## config.mk

```make
export PLATFORM = sky130hd
export DESIGN_NAME = ai_core_dispatch
export DESIGN_NICKNAME = d
export VERILOG_FILES = /design/src/rtl/ai_core_dispatch.sv
export SDC_FILE = /design/constraint.sdc
export NUM_CORES = 1
export LEC_CHECK = 0
export BUFFER_PORTS_ARGS = -buffer_cell sky130_fd_sc_hd__buf_4
export CORE_UTILIZATION = 32
export CTS_BUF_LIST = sky130_fd_sc_hd__clkbuf_16
export DETAILED_ROUTE_END_ITERATION = 8
export MAX_ROUTING_LAYER = met4
export SYNTH_ARGS = -nofsm -noshare
export SYNTH_HDL_FRONTEND = slang
export SYNTH_SLANG_ARGS = --single-unit
```

## constraint.sdc

```tcl
create_clock -name clk -period 8.8 [get_ports clk]
set_input_delay 1.32 -clock clk [delete_from_list [all_inputs] [get_ports clk]]
set_output_delay 1.32 -clock clk [all_outputs]
set_load 0.02 [all_outputs]
```

## src/rtl/ai_core_dispatch.sv

```systemverilog
// rtl/ai_core_dispatch.sv - FIFO-buffered single-op issue stage for AI_Core with timeout retire
module ai_core_dispatch #(
    parameter int DEPTH   = 8,
    parameter int TIMEOUT = 15
) (
    input  logic                     clk,
    input  logic                     reset_n,
    input  logic                     in_valid,
    output logic                     in_ready,
    input  logic [31:0]              in_instr,
    input  logic [31:0]              in_data,
    input  logic                     flush,
    output logic [31:0]              core_instr,
    output logic [31:0]              core_data,
    output logic                     core_power_en,
    input  logic                     core_done,
    input  logic [31:0]              core_result,
    output logic                     out_valid,
    input  logic                     out_ready,
    output logic [31:0]              out_result,
    output logic                     out_error,
    output logic [$clog2(DEPTH):0]   fifo_count
);
    localparam int AW = $clog2(DEPTH);

    typedef enum logic [1:0] {S_IDLE, S_ISSUE, S_WAIT} state_t;

    state_t          r_state;
    logic [63:0]     r_mem [DEPTH];
    logic [AW-1:0]   r_wr_ptr;
    logic [AW-1:0]   r_rd_ptr;
    logic [AW:0]     r_count;
    logic [7:0]      r_timer;
    logic [31:0]     r_core_instr;
    logic [31:0]     r_core_data;
    logic            r_power_en;
    logic            r_out_valid;
    logic [31:0]     r_out_result;
    logic            r_out_error;

    logic            w_slot_free;
    logic            w_push;
    logic            w_pop;
    logic            w_done;
    logic            w_timeout;
    logic            w_load;

    assign w_slot_free = ~r_out_valid | out_ready;
    assign in_ready    = reset_n & ~flush & (r_count < (AW+1)'(DEPTH));
    assign w_push      = in_valid & in_ready;
    // A new op is only launched when the output slot is guaranteed empty afterwards.
    assign w_pop       = (r_state == S_IDLE) & (r_count != '0) & w_slot_free & ~flush;
    assign w_done      = (r_state == S_WAIT) & core_done & ~flush;
    assign w_timeout   = (r_state == S_WAIT) & ~core_done & (r_timer == 8'(TIMEOUT - 1)) & ~flush;
    assign w_load      = w_done | w_timeout;

    always_ff @(posedge clk) begin
        if (w_push) begin
            r_mem[r_wr_ptr] <= {in_instr, in_data};
        end
    end

    always_ff @(posedge clk) begin
        if (!reset_n) begin
            r_state      <= S_IDLE;
            r_wr_ptr     <= '0;
            r_rd_ptr     <= '0;
            r_count      <= '0;
            r_timer      <= '0;
            r_core_instr <= '0;
            r_core_data  <= '0;
            r_power_en   <= 1'b0;
            r_out_valid  <= 1'b0;
            r_out_result <= '0;
            r_out_error  <= 1'b0;
        end else begin
            if (flush) begin
                r_wr_ptr <= '0;
                r_rd_ptr <= '0;
                r_count  <= '0;
            end else begin
                if (w_push) r_wr_ptr <= r_wr_ptr + 1'b1;
                if (w_pop)  r_rd_ptr <= r_rd_ptr + 1'b1;
                if (w_push && !w_pop)      r_count <= r_count + 1'b1;
                else if (!w_push && w_pop) r_count <= r_count - 1'b1;
            end

            if (w_load) begin
                r_out_valid  <= 1'b1;
                r_out_result <= w_done ? core_result : 32'h0;
                r_out_error  <= ~w_done;
            end else if (r_out_valid && out_ready) begin
                r_out_valid <= 1'b0;
            end

            // Flush drops the in-flight op but leaves a pending result in the output slot.
            if (flush) begin
                r_state      <= S_IDLE;
                r_core_instr <= '0;
                r_power_en   <= 1'b0;
                r_timer      <= '0;
            end else begin
                case (r_state)
                    S_IDLE: begin
                        if (w_pop) begin
                            r_core_instr <= r_mem[r_rd_ptr][63:32];
                            r_core_data  <= r_mem[r_rd_ptr][31:0];
                            r_power_en   <= 1'b1;
                            r_timer      <= '0;
                            r_state      <= S_ISSUE;
                        end
                    end
                    S_ISSUE: r_state <= S_WAIT;
                    S_WAIT: begin
                        if (w_load) begin
                            r_core_instr <= '0;
                            r_power_en   <= 1'b0;
                            r_state      <= S_IDLE;
                        end else if (r_timer != 8'hFF) begin
                            r_timer <= r_timer + 1'b1;
                        end
                    end
                    default: r_state <= S_IDLE;
                endcase
            end
        end
    end

    assign core_instr    = r_core_instr;
    assign core_data     = r_core_data;
    assign core_power_en = r_power_en;
    assign out_valid     = r_out_valid;
    assign out_result    = r_out_result;
    assign out_error     = r_out_error;
    assign fifo_count    = r_count;
endmodule

```

==> results of run 1 <==
[routing by layer]
metal	vias up	wire, µm
li1	5402	-
met1	6147	22700
met2	264	25300
met3	72	2640
met4	0	962
met5	-	0
[power by group through the flow]
stage / registers, mW / clock network (mW) / logic [mW]
2_1_floorplan: 3.38 / 0 / 0.193
3_3_place_gp: 3.37 / 0 / 0.355
3_5_place_dp: 3.37 / 0 / 0.361
4_1_cts: 3.30 / 2.77 / 0.362
5_1_grt: 3.31 / 2.88 / 0.385
6_report: 3.30 / 2.70 / 0.354
[cell families (layout without fill, tap and decap cells)]
group | Yosys count | count (layout) | synth area share
other | 0 | 5 | 0
adders and majority gates | 8 | 8 | 0.00453
buffers and inverters | 80 | 349 | 0.0175
AOI/OAI and AO/OA | 192 | 192 | 0.0520
xor gates and xnor gates | 4 | 4 | 0.00148
and+or+nand+nor | 112 | 112 | 0.0229
muxes | 198 | 198 | 0.151
DFF | 634 | 634 | 0.751
[area by class of cell]
class	instances	area share
Tap cell	959	0.0422
Clock buffer	68	0.0599
Multi-Input combinational cell	514	0.196
Timing Repair Buffer	220	0.0581
Sequential cell	634	0.628
Clock inverter	53	0.0148
Antenna cell	5	0.000440
Inverter	8	0.00123
[cell usage in the layout, fill, tap and decap left out, types with 9 or more instances in the layout]
cell type,count
sky130_fd_sc_hd__mux2i_1,70
sky130_fd_sc_hd__o2bb2ai_1,31
sky130_fd_sc_hd__clkbuf_16,68
sky130_fd_sc_hd__nor2_1,16
sky130_fd_sc_hd__a21oi_1,39
sky130_fd_sc_hd__clkinv_1,9
sky130_fd_sc_hd__o21ai_0,59
sky130_fd_sc_hd__mux4_2,128
sky130_fd_sc_hd__edfxtp_1,512
sky130_fd_sc_hd__a21boi_0,25
sky130_fd_sc_hd__dfxtp_1,119
sky130_fd_sc_hd__buf_4,220
sky130_fd_sc_hd__inv_1,24
sky130_fd_sc_hd__clkinv_2,10
sky130_fd_sc_hd__nand2_1,48
sky130_fd_sc_hd__o21ai_1,10
[worst paths after layout]
check	from	endpoint	slack, ns
hold / removal	core_instr[15]	core_instr[15]	0.47
setup reg to reg	flip-flop	core_data[31]	5.63
hold reg to reg	core_instr[15]	core_instr[15]	0.47
setup / recovery	reset_n	in_ready	4.70
[worst max-delay path, delay by kind of cell]
family | cells | cell delay, ns
and+or+nand+nor | 2 | 0.77
buffers and inverters | 2 | 0.66
[registers in the layout, summed over array words and instances, names as in the netlist, named ones only]
register,cells
r_wr_ptr,3
r_timer,8
fifo_count,4
r_rd_ptr,3
core_data,32
out_result,32
out_valid,1
r_state,2
r_mem,512
core_instr,32
out_error,1
core_power_en,1
==> results.md, run 1 <==
## Floorplan
- 274 µm — Die W
- 73200 µm² — area of the core region
- 274 µm — Die Y-Extent
- 0.324 — Initial Util
- 99 — site row count
- 75300 µm² — die footprint
- 206 — # IOs

## STA
- 0.466 — crit share post-route
- 0 ns — setup TNS after final layout
- 0.465 ns — Worst Hold Margin
- 0 — endpoints failing setup
- false — unrepaired setup endpoints after global routing
- 4.70 ns — post-layout worst setup margin
- 244 MHz — Highest Clock Rate
- 1.23 ns — transition time of the tightest slew-check pin
- 0 — Slew Limit Fails
- 0 — Hold Vio Cnt, Final
- 0.0186 ns — final setup skew
- 0.181 — tightest slew margin relative to the limit
- 4.10 ns — min cycle time layout

## Placement
- 26300 µm² — Post-DP Area
- 30000 µm — detailed placer's ending HPWL
- 2335 — cell count after placement
- 0.768 — routability cong.
- 205 — total of buffers placed on input and output ports
- 4.09 ns — Post-Place Setup Slack

## Global routing
- 0 — GRT overflow
- 77400 µm — first-pass GRT wire length
- 12.5k — via count of the first global-routing pass
- met2 — routing layer with the top usage in global route
- 0.182 — met1 track demand over resource in global routing
- 0.0298 — GR Layer Usage met3
- 70 — pin count of the biggest net entering global routing
- 4 — number of antenna violations at the first check in global routing
- 0.225 — GR Layer Usage met2
- 0.142 — total track usage

## Logic synthesis
- 55 — number of library cell types mapped by synthesis
- 0 — Async SR Flop Fraction
- 512 — count of flip-flops with a built-in enable after synthesis
- 0 — Yosys warning total
- 23700 µm² — Post-Syn Area
- 634 — post-synthesis sequential element count
- sky130_fd_sc_hd__edfxtp_1 — count leader, synth
- sky130_fd_sc_hd__edfxtp_1 — Top FF cell, synth
- sky130_fd_sc_hd__edfxtp_1 — library cell occupying the most area in the post-synthesis netlist
- 1228 — post-synthesis cell count
- 0.648 — area share of the largest cell type after synthesis
- sky130_fd_sc_hd__edfxtp_1, sky130_fd_sc_hd__mux4_2, sky130_fd_sc_hd__dfxtp_1 — cell types occupying the most area after synthesis
- 1338 — number of nets in the synthesized netlist
- 0.751 — portion of the post-synthesis area used by sequential elements
- sky130_fd_sc_hd__edfxtp_1, sky130_fd_sc_hd__mux4_2, sky130_fd_sc_hd__dfxtp_1 — ranking of synthesized cells by instance count
- 19.3 µm² — mean area per synthesized cell

## Clocking
- 0 — post-CTS setup buffer count
- 67 — total CTS buffers
- 0 — hold_buf cts
- 0.60 ns — clock insertion delay at the later pin of the skew report
- 634 — Clock Sink Count
- 3 — maximum level of the CTS H-tree
- 3 — clk buf depth
- 0 — Resized Gates After CTS
- 0.06 ns — Clock Pin Slew Worst Setup and Hold Paths
- built — CTS tree
- sky130_fd_sc_hd__clkbuf_16 — Root Buffer

## Critical path
- buf_4 > nand2b_1 > nor2_1 > buf_4 — worst path cell trace
- sky130_fd_sc_hd__buf_4 — cell seen most often among critical-path stages
- input pin to output pin — Crit Path Category
- 2.78 ns — arrival time at the worst endpoint
- input pin — kind of launch point of the worst setup path
- 4 — worst reg-to-reg path cell count
- 69 — crit path max fanout
- 0.51 ns — longest individual stage delay on the worst path
- sky130_fd_sc_hd__nand2b_1 — library cell contributing the largest single delay on the critical path
- 7.48 ns — Crit path required time
- output pin — Crit. End Element

## Run status
- complete, but fails checks — run status
- design-rule violations — failing checks

## Power
- 1.36 mW — total net switching power
- 130 µV — VDD IR-drop max
- 0.520 — sequential group share of total power
- 6.36 mW — overall power
- 0.214 — fraction of power spent switching nets
- 0.425 — Clk network pwr share
- 0.056 — combinational group share of total power
- 224 nW/µm² — pwr/cell area
- 9.15 nW — Leakage Power
- 5.00 mW — internal power

## Route
- 0 — antenna violation net count after detailed routing
- 21.0 µm — detail-routed net length per standard cell
- 4.83 — number of vias per cell
- 747 — Iter 0 DRT Violations
- 11.9k — total via count after detailed routing
- 51600 µm — Final Routed Wirelength
- 12 — DRC violation count after routing
- 9 — number of search-and-repair iterations in the first detailed-routing pass

## Final layout
- 17800 µm² — Storage cell area
- 0.388 — Core Util, Final
- 2461 — final instance count without filler cells
- 28400 µm² — Non-Filler Cell Area, Final
- 1555 — fin nets
- 19.7% — synth-to-layout area growth
- 0.309 — proportion of layout cells with a drive suffix above 1
- 6595 — fillcell total
- 5560 µm² — area of the multi-input gates

## Run
- 0 — number of violations of the max-capacitance limit

## Min path
- flip-flop to flip-flop — HP Class
- 1 — Hold Path Depth

No activity file was read; power rests on OpenSTA's default activity.
==> inputs of run 2 (changes only) <==
==> constraint.sdc (replaced) <==
create_clock -name clk -period 3.5 [get_ports clk]
set_input_delay 0.525 -clock clk [delete_from_list [all_inputs] [get_ports clk]]
set_output_delay 0.525 -clock clk [all_outputs]
set_load 0.02 [all_outputs]
==> results.md, run 2 (same netlist as run 1, synthesis figures left out) <==
## Critical path
- 2.10 ns — arrival time at the worst endpoint
- simple AND/OR/NAND/NOR gates — Crit path max-delay family
- buf_4 > buf_4 > nand2b_1 > nor2_1 > buf_4 — worst path cell trace
- input pin to output pin — Crit Path Category
- 2.97 ns — Crit path required time
- sky130_fd_sc_hd__buf_4 — cell seen most often among critical-path stages
- 68 — crit path max fanout
- input pin — kind of launch point of the worst setup path
- output pin — Crit. End Element
- sky130_fd_sc_hd__nand2b_1 — library cell contributing the largest single delay on the critical path
- 3 — count of buffer and inverter cells on the critical path
- 0.53 ns — longest individual stage delay on the worst path

## STA
- 0.751 — crit share post-route
- 0.871 ns — post-layout worst setup margin
- 0 — endpoints failing setup
- 0 — Slew Limit Fails
- 0.0262 ns — final setup skew
- 380 MHz — Highest Clock Rate
- 0.884 ns — transition time of the tightest slew-check pin
- 2.63 ns — min cycle time layout
- false — unrepaired setup endpoints after global routing
- 0 — Hold Vio Cnt, Final
- 0.411 — tightest slew margin relative to the limit

## Clocking
- 634 — Clock Sink Count
- 3 — clk buf depth
- built — CTS tree
- 0 — Resized Gates After CTS
- 69 — total CTS buffers
- 3 — maximum level of the CTS H-tree
- 0 — post-CTS setup buffer count
- sky130_fd_sc_hd__clkbuf_16 — Root Buffer
- 0.06 ns — Clock Pin Slew Worst Setup and Hold Paths
- 0 — hold_buf cts
- 0.61 ns — clock insertion delay at the later pin of the skew report

## Final layout
- 21.0% — synth-to-layout area growth
- 28700 µm² — Non-Filler Cell Area, Final
- sky130_fd_sc_hd__edfxtp_1 — most common library cell in the layout ignoring fill and taps
- 512 — number of flip-flops in the largest register
- 17800 µm² — Storage cell area
- r_mem — largest register by flop count
- sky130_fd_sc_hd__edfxtp_1, sky130_fd_sc_hd__buf_4, sky130_fd_sc_hd__mux4_2 — commonest cells after routing, fill and taps aside
- 6597 — fillcell total
- 5570 µm² — area of the multi-input gates
- 1573 — fin nets
- 0.314 — proportion of layout cells with a drive suffix above 1

## Floorplan
- 274 µm — Die W
- 206 — # IOs
- 0.324 — Initial Util
- 73200 µm² — area of the core region
- 274 µm — Die Y-Extent
- 75300 µm² — die footprint
- 99 — site row count

## Global routing
- 12.6k — via count of the first global-routing pass
- 8 — number of antenna violations at the first check in global routing
- 77100 µm — first-pass GRT wire length
- 0 — GRT overflow
- 0.141 — total track usage
- 69 — pin count of the biggest net entering global routing

## Route
- 9 — number of search-and-repair iterations in the first detailed-routing pass
- 868 — Iter 0 DRT Violations
- 4.84 — number of vias per cell
- 0 — antenna violation net count after detailed routing
- 9 — DRC violation count after routing
- 51200 µm — Final Routed Wirelength
- 12.0k — total via count after detailed routing
- 20.6 µm — detail-routed net length per standard cell

## Run status
- complete, but fails checks — run status
- design-rule violations — failing checks

## Placement
- 29100 µm — detailed placer's ending HPWL
- 205 — total of buffers placed on input and output ports
- 0.683 ns — Post-Place Setup Slack
- 0.756 — routability cong.
- 26500 µm² — Post-DP Area

## Power
- 9.31 nW — Leakage Power
- 563 nW/µm² — pwr/cell area
- 314 µV — VDD IR-drop max

## Min path
- input pin to flip-flop — HP Class

## Run
- 0 — number of violations of the max-capacitance limit

-- run 2: cell count changes in the layout (fill, tap and decap cells not counted), moves of 3 or more --
cell                       delta
sky130_fd_sc_hd__diode_2      +3
sky130_fd_sc_hd__inv_1        +5
sky130_fd_sc_hd__clkinv_2     -5
sky130_fd_sc_hd__buf_12       +7
sky130_fd_sc_hd__clkinv_8     +3
sky130_fd_sc_hd__buf_4        +9
sky130_fd_sc_hd__clkinv_4     +3
-- run 2: through the flow --
stage | setup TNS (ns) | power (mW) | utilization | std cells | hold WS, ns
2_1_floorplan | -292.00 | 8.99 | - | 1228 | 0.431
3_3_place_gp | 0 | 9.36 | 0.362 | 2351 | 0.446
3_5_place_dp | 0 | 9.38 | 0.362 | 2351 | 0.448
4_1_cts | 0 | 16.4 | 0.392 | 2477 | 0.0961
5_1_grt | 0 | 16.8 | 0.392 | 2485 | 0.124
6_report | 0 | 16.2 | 0.392 | 2485 | 0.151
-- run 2: final timing paths --
path	start	end	slack, ns	depth (start not counted)
max	reset_n	in_ready	0.87	5
min	in_data[27]	r_mem[0][27]	0.15	1
max reg2reg	fifo_count[3]	fifo_count[3]	0.88	10
min reg2reg	core_instr[4]	core_instr[4]	0.47	1
-- run 2: final cells by class --
cell class | instances | share of cell area
multi-input cells | 514 | 0.194
well taps | 959 | 0.0418
clock buffers | 70 | 0.0610
flip-flops and latches | 634 | 0.621
repair buffers | 236 | 0.0647
diodes | 8 | 0.000697
clock inverters | 56 | 0.0162
inverters | 8 | 0.00122
-- run 2: layer usage --
layer	track usage	vias up	wire, µm
li1	-	5457	-
met1	0.175	6229	21900
met2	0.229	259	25600
met3	0.0343	74	2670
met4	0.0405	0	1030
met5	-	-	0
-- run 2: where the power goes --
group          switching [mW]  total, mW  internal, mW
combinational           0.481      0.909         0.428
clock                    2.93       6.98          4.05
sequential             0.0671       8.30          8.23
==> inputs of run 3 (changes only) <==
--- a/config.mk
+++ b/config.mk
@@ -5,6 +5,7 @@
 export SDC_FILE = /design/constraint.sdc
 export NUM_CORES = 1
 export LEC_CHECK = 0
+export ABC_AREA = 1
 export BUFFER_PORTS_ARGS = -buffer_cell sky130_fd_sc_hd__buf_4
 export CORE_UTILIZATION = 32
 export CTS_BUF_LIST = sky130_fd_sc_hd__clkbuf_16
==> constraint.sdc (replaced) <==
create_clock -name clk -period 2.3 [get_ports clk]
set_input_delay 0.345 -clock clk [delete_from_list [all_inputs] [get_ports clk]]
set_output_delay 0.345 -clock clk [all_outputs]
set_load 0.02 [all_outputs]
==> results.md, run 3 <==
## Final layout
- 0.153 — proportion of layout cells with a drive suffix above 1
- sky130_fd_sc_hd__edfxtp_1, sky130_fd_sc_hd__nor2_1, sky130_fd_sc_hd__nand2_1 — commonest cells after routing, fill and taps aside
- 7092 — fillcell total
- 6050 µm² — area of the multi-input gates
- 3514 — final instance count without filler cells
- 512 — number of flip-flops in the largest register
- 25.0% — synth-to-layout area growth
- 2533 — fin nets
- 0.404 — Core Util, Final
- r_mem — largest register by flop count
- sky130_fd_sc_hd__edfxtp_1 — most common library cell in the layout ignoring fill and taps
- 17800 µm² — Storage cell area
- 30700 µm² — Non-Filler Cell Area, Final

## Floorplan
- 279 µm — Die W
- 0.323 — Initial Util
- 279 µm — Die Y-Extent
- 206 — # IOs
- 101 — site row count
- 75900 µm² — area of the core region
- 77900 µm² — die footprint

## Route
- 4.73 — number of vias per cell
- 1200 — Iter 0 DRT Violations
- 16.6k — total via count after detailed routing
- 0 — antenna violation net count after detailed routing
- 17.3 µm — detail-routed net length per standard cell
- 0 — DRC violation count after routing
- 60800 µm — Final Routed Wirelength
- 5 — number of search-and-repair iterations in the first detailed-routing pass

## Min path
- core_result[22] — hold_sp
- input pin to flip-flop — HP Class
- 3 — Hold Path Depth
- out_result[22] — Min-Delay Endpoint

## Placement
- 27600 µm² — Post-DP Area
- 35800 µm — detailed placer's ending HPWL
- 3291 — cell count after placement
- 205 — total of buffers placed on input and output ports
- 0.793 — routability cong.

## STA
- 0 ns — setup TNS after final layout
- 0.0219 ns — Worst Hold Margin
- 0 — endpoints failing setup
- 0 — Hold Vio Cnt, Final
- false — unrepaired setup endpoints after global routing
- 0.0259 ns — final setup skew
- 2.04 ns — min cycle time layout
- 0.683 ns — transition time of the tightest slew-check pin
- 491 MHz — Highest Clock Rate
- 0.545 — tightest slew margin relative to the limit
- 0 — Slew Limit Fails
- 0.885 — crit share post-route

## Critical path
- flip-flop — kind of launch point of the worst setup path
- flip-flop — Crit. End Element
- fifo_count[3] — endpoint of the worst-slack reg-to-reg timing path
- flip-flop to flip-flop — Crit Path Category
- 12 — worst reg-to-reg path cell count
- 2.75 ns — Crit path required time
- 2.48 ns — arrival time at the worst endpoint
- r_state[0] — launch point of the worst reg-to-reg path
- 4 — crit path max fanout
- 0.26 ns — register-to-register setup slack

## Run
- 0 — number of violations of the max-capacitance limit

## Logic synthesis
- 512 — count of flip-flops with a built-in enable after synthesis
- 11.5 µm² — mean area per synthesized cell
- 0 — Yosys warning total
- 634 — post-synthesis sequential element count
- sky130_fd_sc_hd__edfxtp_1 — library cell occupying the most area in the post-synthesis netlist
- 0 — Async SR Flop Fraction
- 0.725 — portion of the post-synthesis area used by sequential elements
- sky130_fd_sc_hd__edfxtp_1 — count leader, synth
- sky130_fd_sc_hd__edfxtp_1, sky130_fd_sc_hd__nor2_1, sky130_fd_sc_hd__nand2_1 — ranking of synthesized cells by instance count
- 0.626 — area share of the largest cell type after synthesis
- 24600 µm² — Post-Syn Area
- sky130_fd_sc_hd__edfxtp_1, sky130_fd_sc_hd__dfxtp_1, sky130_fd_sc_hd__nor2_1 — cell types occupying the most area after synthesis
- 2239 — number of nets in the synthesized netlist
- 2129 — post-synthesis cell count
- sky130_fd_sc_hd__edfxtp_1 — Top FF cell, synth
- 33 — number of library cell types mapped by synthesis

## Clocking
- 3 — maximum level of the CTS H-tree
- 634 — Clock Sink Count
- sky130_fd_sc_hd__clkbuf_16 — Root Buffer
- 0.06 ns — Clock Pin Slew Worst Setup and Hold Paths
- 3 — clk buf depth
- 0.61 ns — clock insertion delay at the later pin of the skew report
- built — CTS tree
- 67 — total CTS buffers

## Global routing
- 7 — number of antenna violations at the first check in global routing
- 143 — pin count of the biggest net entering global routing
- 94500 µm — first-pass GRT wire length
- 16.4k — via count of the first global-routing pass
- 0.160 — total track usage
- 0 — GRT overflow

## Power
- 10.9 nW — Leakage Power
- 810 nW/µm² — pwr/cell area
- 407 µV — VDD IR-drop max

## Run status
- complete, no violations — run status

==> run 3: stage by stage <==
stage | power, mW | setup WS, ns
2_1_floorplan | 13.8 | -0.833
3_3_place_gp | 14.6 | 0.0116
3_5_place_dp | 14.6 | 0.0495
4_1_cts | 25.1 | 0.256
5_1_grt | 25.8 | 0.110
6_report | 24.9 | 0.265
==> run 3: area by class of cell <==
class / instances / area share
antenna: 7 / 0.000571
clock buffer: 70 / 0.0571
clock inverter: 53 / 0.0122
inverter: 31 / 0.00444
multi-input combinational: 1336 / 0.197
sequential: 634 / 0.581
tap: 1030 / 0.0420
timing repair buffer: 353 / 0.106
==> run 3: cells by family after synthesis <==
kind of cell	count (synthesis)	share of synthesized area
flip-flops	634	0.725
AND/OR/NAND/NOR	816	0.128
AO/OA/AOI/OAI	507	0.108
XOR/XNOR	5	0.00178
buffers and inverters	159	0.0325
adder cells (fa/ha/maj)	8	0.00438
==> run 3: how the worst max path moves through the flow <==
stage	start	endpoint	slack, ns	cells past startpoint
after floorplan	reset_n	r_mem[4][0]	-0.83	7
after global placement	reset_n	fifo_count[3]	0.01	15
after detailed placement	reset_n	r_mem[4][21]	0.05	10
after CTS	r_state[0]	fifo_count[3]	0.26	12
after global routing	r_state[0]	fifo_count[3]	0.11	12
final	r_state[0]	fifo_count[3]	0.26	12
==> run 3: where the power goes <==
group | switching, mW | total [mW] | internal, mW | leakage [nW]
Combinational | 1.16 | 1.86 | 0.694 | 4.22
Clock | 4.42 | 10.4 | 5.99 | 1.11
Sequential | 0.0782 | 12.6 | 12.5 | 5.60
Total | 5.66 | 24.9 | 19.2 | 10.9
==> run 3: critical path, cell delays in order (launching register included) <==
cell and delay (ns):
sky130_fd_sc_hd__dfxtp_1 0.30, sky130_fd_sc_hd__inv_2 0.07, sky130_fd_sc_hd__nand2_1 0.09, sky130_fd_sc_hd__nor2_1 0.18
sky130_fd_sc_hd__nand3_2 0.11, sky130_fd_sc_hd__ha_1 0.22, sky130_fd_sc_hd__inv_1 0.12, sky130_fd_sc_hd__ha_1 0.28
sky130_fd_sc_hd__a21oi_1 0.17, sky130_fd_sc_hd__nand2_1 0.08, sky130_fd_sc_hd__xor2_1 0.14, sky130_fd_sc_hd__nand2_1 0.06
sky130_fd_sc_hd__a21oi_1 0.05
==> run 3: repair_timing <==
item	in CTS	in global routing
gates resized for setup	0	0
buffers inserted	0	0
endpoints found under the hold margin	519	0
hold buffers	93	0
==> run 3: per-layer routing <==
| layer | vias up | part of all wire | global-route usage |
|---|---|---|---|
| li1 | 8043 | - | - |
| met1 | 8060 | 0.45 | 0.208 |
| met2 | 411 | 0.48 | 0.256 |
| met3 | 98 | 0.048 | 0.0270 |
| met4 | 0 | 0.020 | 0.0449 |
| met5 | - | 0 | - |
